===== src/rtl/fa4_serial.sv =====
// fa4_serial: bit-serial ripple adder, LSB-first, one bit per clock.
// Define FA4_SERIAL_SUB_EN to add the sub port (a-b via ~b and carry-in 1).
module fa4_serial #(
  parameter int WIDTH = 4
) (
  input  logic             clk,
  input  logic             rst_n,
  input  logic             start,
  input  logic [WIDTH-1:0] a,
  input  logic [WIDTH-1:0] b,
  input  logic             ci,
`ifdef FA4_SERIAL_SUB_EN
  input  logic             sub,
`endif
  output logic             busy,
  output logic             done,
  output logic [WIDTH-1:0] s,
  output logic             co
);
  localparam int CW = $clog2(WIDTH);
  typedef enum logic [1:0] {IDLE, RUN, DONE} state_t;
  state_t state, state_nx;
  logic [WIDTH-1:0] a_sh, b_sh, r_sh, b_ld;
  logic [CW-1:0] cnt;
  logic c, c_ld, sum_bit, c_nx, last;
`ifdef FA4_SERIAL_SUB_EN
  assign b_ld = sub ? ~b : b;
  assign c_ld = sub | ci;
`else
  assign b_ld = b;
  assign c_ld = ci;
`endif
  assign sum_bit = a_sh[0] ^ b_sh[0] ^ c;
  assign c_nx = (a_sh[0] & b_sh[0]) | (b_sh[0] & c) | (a_sh[0] & c);
  assign last = cnt == CW'(WIDTH - 1);
  assign busy = state != IDLE;
  assign done = state == DONE;
  always_comb begin
    state_nx = state;
    if (state == IDLE && start) state_nx = RUN;
    else if (state == RUN && last) state_nx = DONE;
    else if (state == DONE) state_nx = IDLE;
  end
  always_ff @(posedge clk or negedge rst_n) begin
    if (!rst_n) begin
      state <= IDLE;
      a_sh <= '0;
      b_sh <= '0;
      r_sh <= '0;
      c <= 1'b0;
      cnt <= '0;
      s <= '0;
      co <= 1'b0;
    end else begin
      state <= state_nx;
      if (state == IDLE && start) begin
        a_sh <= a;
        b_sh <= b_ld;
        c <= c_ld;
        cnt <= '0;
      end else if (state == RUN) begin
        a_sh <= a_sh >> 1;
        b_sh <= b_sh >> 1;
        r_sh <= {sum_bit, r_sh[WIDTH-1:1]};
        c <= c_nx;
        // hold the counter on the final bit so it never wraps mid-operation
        cnt <= last ? cnt : cnt + 1'b1;
        if (last) begin
          s <= {sum_bit, r_sh[WIDTH-1:1]};
          co <= c_nx;
        end
      end
    end
  end
endmodule


===== config.mk =====
export PLATFORM = sky130hd
export DESIGN_NAME = fa4_serial
export DESIGN_NICKNAME = d
export VERILOG_FILES = /design/src/rtl/fa4_serial.sv
export SDC_FILE = /design/constraint.sdc
export NUM_CORES = 1
export LEC_CHECK = 0
export CORE_MARGIN = 4
export CORE_UTILIZATION = 35
export CTS_CLUSTER_DIAMETER = 60
export DETAILED_ROUTE_END_ITERATION = 12
export PLACE_DENSITY = 0.66
export REMOVE_ABC_BUFFERS = 1
export SYNTH_ARGS = -nofsm -noshare
export SYNTH_HDL_FRONTEND = slang
export SYNTH_SLANG_ARGS = --single-unit
export TNS_END_PERCENT = 10

===== constraint.sdc =====
create_clock -name clk -period 1.6 [get_ports clk]
set_input_delay 0.16 -clock clk [delete_from_list [all_inputs] [get_ports clk]]
set_output_delay 0.16 -clock clk [all_outputs]
set_load 0.01 [all_outputs]

Word level (Yosys, flattened, before mapping)
Index checks and enable logic that the tools add are counted.
{ "totals": {"register_bits": 22, "input_bits": 12, "out_inout_bits": 7, "wordCells": 42} }
{ "classes": {"addsub": 1, "eq_ne": 4, "muxes": 12, "bitwise": 8, "reduce_logical": 9} }
{ "ops": {"columns": ["op", "n"], "rows": [
  ["two-way mux 4 bit", 4],
  ["two-way mux 2 bit", 6],
  ["== test 2 bit (second input constant)", 2],
  ["AND reduction 2 bit", 2],
  ["nonzero test 2 bit", 2],
  ["bitwise AND 1 bit", 3],
  ["AND reduction 3 bit", 1],
  ["nonzero test 3 bit", 1],
  ["adder 2 x 1 -> 2 bit (second input constant)", 1],
  ["== test 2 x 1 -> 1 bit (second input constant)", 1],
  ["logical AND 1 bit", 2],
  ["zero test 2 bit", 1],
  ["two-way mux 1 bit", 2],
  ["inequality test 2 x 1 -> 1 bit (second input constant)", 1],
  ["OR 1 bit", 2],
  ["XOR 1 bit", 2],
  ["inverter 1 bit", 1]
]} }

Logic depth before layout (Yosys ltp)
{ "depth": {"ltp_word": 5, "depth_mapped": 4, "mapped_depth_nobuf": 3} }

Worst setup path after synthesis
No wires, ideal clock.
{ "synth_path": {"path_kind": "register to register", "from": "register cnt[0]", "to": "register co", "setup_ns": 0.125, "t_arrival_ns": 1.177, "required_time_ns": 1.475, "slack_ns": 0.299, "stages_incl_launch_ff": 4, "n_path_buf": 0, "period_less_slack_ns": 1.301, "path_cell_list": "dfrtp_1 > ha_1 > nand3b_1 > mux2_2"} }
{ "synth_between": {"elab_chain_cells": 2} }
{ "synth_lines": {"columns": ["item", "line_no", "rtl"], "rows": [
  ["start: declaration", "24", "logic [CW-1:0] cnt;"],
  ["start signal: assignment", "67", "cnt <= last ? cnt : cnt + 1'b1;"],
  ["== test 2 bit", "35", "assign last = cnt == CW'(WIDTH - 1);"],
  ["AND reduction 3 bit (no line)", null, null],
  ["end signal: assignment", "70", "co <= c_nx;"],
  ["end: declaration", "18", "output logic co"]
]} }
No other way between the ends.
A chain may end at the register's enable or synchronous reset.

Final worst setup path
{ "layout_path": {"from": "register state[0]", "to": "register c"} }
{ "layout_between": {"elab_chain_cells": 3, "word_cells_on_any_way": 5, "cone_classes": "eq/ne (1); mux (1); reduce/logical (3)"} }
{ "layout_lines": {"columns": ["item", "line_no", "rtl"], "rows": [
  ["start: declaration", "22", "state_t state, state_nx;"],
  ["start signal: assignment", "55", "state <= state_nx;"],
  ["zero test 2 bit", "56", "if (state == IDLE && start) begin"],
  ["logical AND 1 bit", "56", null],
  ["two-way mux 1 bit or nonzero test 2 bit (tied branches)", null, null],
  ["end signal: assignment", "59", "c <= c_ld;"],
  ["end signal: assignment", "65", "c <= c_nx;"],
  ["end: declaration", "25", "logic c, c_ld, sum_bit, c_nx, last;"]
]} }
Parallel ways exist; a longest one is shown, timed or not.

==> metrics.md <==
| Metric | Value |
|---|---|
| Run status | `completed` |
| P_leak | `0.0005462 µW` |
| Worst rel slew slack | `around 76%` |
| Cell area after synthesis | `around 1000 µm²` |
| Clk_skew | `0.002932 ns` |
| Pre-Repair DR Iteration Count | `2` |
| Number of synthesized flops with an enable pin | `0` |
| DR DRC count | `0` |
| Slew @ Worst Pin | `roughly 0.35 ns` |
| Total negative setup slack | `0 ns` |
| Vias/cell | `5.254` |
| Die Height | `61.38 µm` |
| CTS root buffer | `clkbuf_4` |
| Grt ovf | `0` |
| CTS tree | `done` |
| GRT Util Overall | `11.14%` |
| Data required, critical path | `1.80 ns` |
| Post-DP HPWL | `between 1 and 1.5 mm` |
| Full die area | `0.003767 mm²` |
| Cell variety after synth | `26` |
| Clk slew on worst S/H paths | `0.12 ns` |
| Final design area excluding fillers | `0.001280 mm²` |
| Final setup fails | `0` |
| Post-synthesis async set-or-reset flop share | `100.0%` |
| Share of cells above drive strength 1 | `28.16%` |
| Hold_ws | `0.1866 ns` |
| Max Fclk | `661.4 MHz` |
| Die outline width | `61.38 µm` |
| GP Congestion | `0.7242` |
| YS warnings | `0` |
| Pins Over Slew Limit | `0` |
| Skew-Pair Late Insertion Delay | `about 0.3 ns` |
| I/O Buffers | `18` |
| Placed cell areas | `between 0.001 and 0.0015 mm²` |
| Number of synthesized register bits | `21` |
| CP Launch Type | `register` |
| DP Cell Count | `between 100 and 150` |
| Post-route insts no fill | `134` |
| Setup CP Type | `register to register` |
| H-Tree Depth | `1` |
| Power Density | `approximately 1800 mW/mm²` |
| Final Net Count | `118` |
| Clk sink count | `21` |
| Core region area | `0.002734 mm²` |
| Max_cap viols | `0` |
| Final hold vios | `0` |
| Max clock buf depth | `2` |
| Worst Setup End Kind | `register` |
| Initial Utilization | `36.48%` |
| Data arrival time of the critical path | `1.72 ns` |
| First-pass GRT wire length | `3.022 mm` |
| Antenna viol nets, final | `0` |
| Ys flop type | `dfrtp_1` |
| Synth Instances | `78` |
| Critical path peak fanout | `9` |
| Largest net degree at the start of global routing | `22` |
| Fin crit share | `94.49%` |
| Hold Crit Class | `input pin to asynchronous set/reset pin` |
| Mean Syn Cell Area | `12.78 µm²` |
| Cell Rows | `19` |
| Drt total wl | `1.870 mm` |
| Hold_buf cts | `0` |
| RSZ-0062 raised after global routing | `no` |
| Initial antenna violation count | `0` |
| Area Growth Syn to Fin | `28.36%` |
| Num CTS Buffers | `3` |
| Maximum VDD drop | `0.001287 V` |
| Via count | `704` |
| IO Count | `19` |
| Wire length per cell | `13.96 µm` |
| Fin crit period | `around 1.5 ns` |
| Register area share after synthesis | `roughly 53%` |
| Vias in the first global route | `675` |
| Drt first-iter violations | `21` |
| Ant diodes | `0` |
synthesized netlist by cell type (2+ instances only):
library cell  instances  area, µm²
nor2b_1               2      12.51
a32o_1                2      20.02
mux2_2                8      90.09
buf_2                 2      10.01
dfrtp_1              21      525.5
or4b_1                3      30.03
nand2b_1              2      12.51
o21a_1                2      15.01
a211oi_1              4      30.03
o221a_2               3      33.78
inv_1                 6      22.52
nor3b_1               4      30.03
buf_6                 2      22.52
nor4b_1               5      43.79
worst max-delay path, cell delays in order (launching register included):
cell and delay (ns):
dfrtp_2 0.44, buf_4 0.16, buf_4 0.16, or4b_1 0.51, o221a_2 0.14
area by class of cell:
cell class,instances,area (µm²)
flip-flops and latches,21,528.0
well taps,31,38.79
fillers,255,1454
repair buffers,27,249.0
clock inverters,1,5.005
inverters,6,22.52
clock buffers,3,22.52
multi-input cells,45,414.1
final timing paths:
kind | start | endpoint | slack, ns | cells past startpoint
worst max-delay path | state[0] | c | 0.09 | 4
worst min-delay path | rst_n | cnt[1] | 0.19 | 2
worst max register to register | state[0] | c | 0.09 | 4
worst min register to register | b_sh[3] | b_sh[3] | 0.51 | 1
max in group asynchronous | rst_n | state[0] | 1.18 | 2
min in group clk | a[3] | a_sh[3] | 0.48 | 2
stage by stage:
stage | utilization (%) | power, µW | setup slack [ns]
after CTS | 46.59 | 2382 | 0.01369
after detailed placement | 44.90 | 2081 | 0.07168
final | 46.82 | 2353 | 0.08813
after global placement | 44.90 | 2040 | 0.1311
after floorplan | - | 1635 | 0.2980
after global routing | 46.82 | 2555 | 0.03532
registers in the layout, indices dropped and copies added, names as in the netlist:
register / flops
a_sh: 4
b_sh: 4
c: 1
cnt: 2
co: 1
r_sh: 3
s: 4
state: 2
power breakdown:
part           leakage, µW  internal [µW]  switching, µW
Sequential        0.000247            793            157
Clock            0.0000177           93.3            165
Combinational     0.000282            668            478
placed cells by master, fill, tap and decap left out:
cell type,Yosys,routed
dlymetal6s2s_1,0,1
nand2b_1,2,2
mux2_2,8,8
clkinv_2,0,1
nor2b_1,2,2
fa_1,1,1
o21bai_2,0,1
nor2_2,0,1
a211oi_1,4,4
or4b_1,3,3
dlygate4sd2_1,0,1
nand3b_1,1,1
nor3b_1,4,4
buf_4,0,9
clkdlybuf4s50_1,0,16
dfrtp_2,0,2
clkbuf_4,0,3
ha_1,1,1
and3_1,1,1
o21a_1,2,2
o21ba_2,1,1
dfrtp_1,21,19
a211o_1,1,1
o221a_2,3,3
nor4b_1,5,5
a32o_1,2,2
o221ai_1,1,1
inv_1,6,6
nand3_1,1,1
routing by layer:
metal	global-route usage [%]	share of wire, %	up-vias
li1	-	-	342
met1	15.66	47	346
met2	16.47	46	14
met3	3.983	5.9	2
met4	2.727	0.48	0
met5	0	0	-
what timing repair did:
action	CTS	global route
gates resized for setup	4	2
setup endpoints to repair	2	6
hold endpoints to repair	0	0
setup buffers	2	0
gates cloned	0	0
logic make-up after synthesis:
kind of cell | count (synthesis) | synth area share, %
AO/OA/AOI/OAI | 15 | 13.43
adder cells (fa/ha/maj) | 2 | 3.262
buffers and inverters | 12 | 6.398
flip-flops | 21 | 52.70
multiplexers | 8 | 9.034
AND/OR/NAND/NOR | 20 | 15.18
No activity file was read; power rests on OpenSTA's default activity.
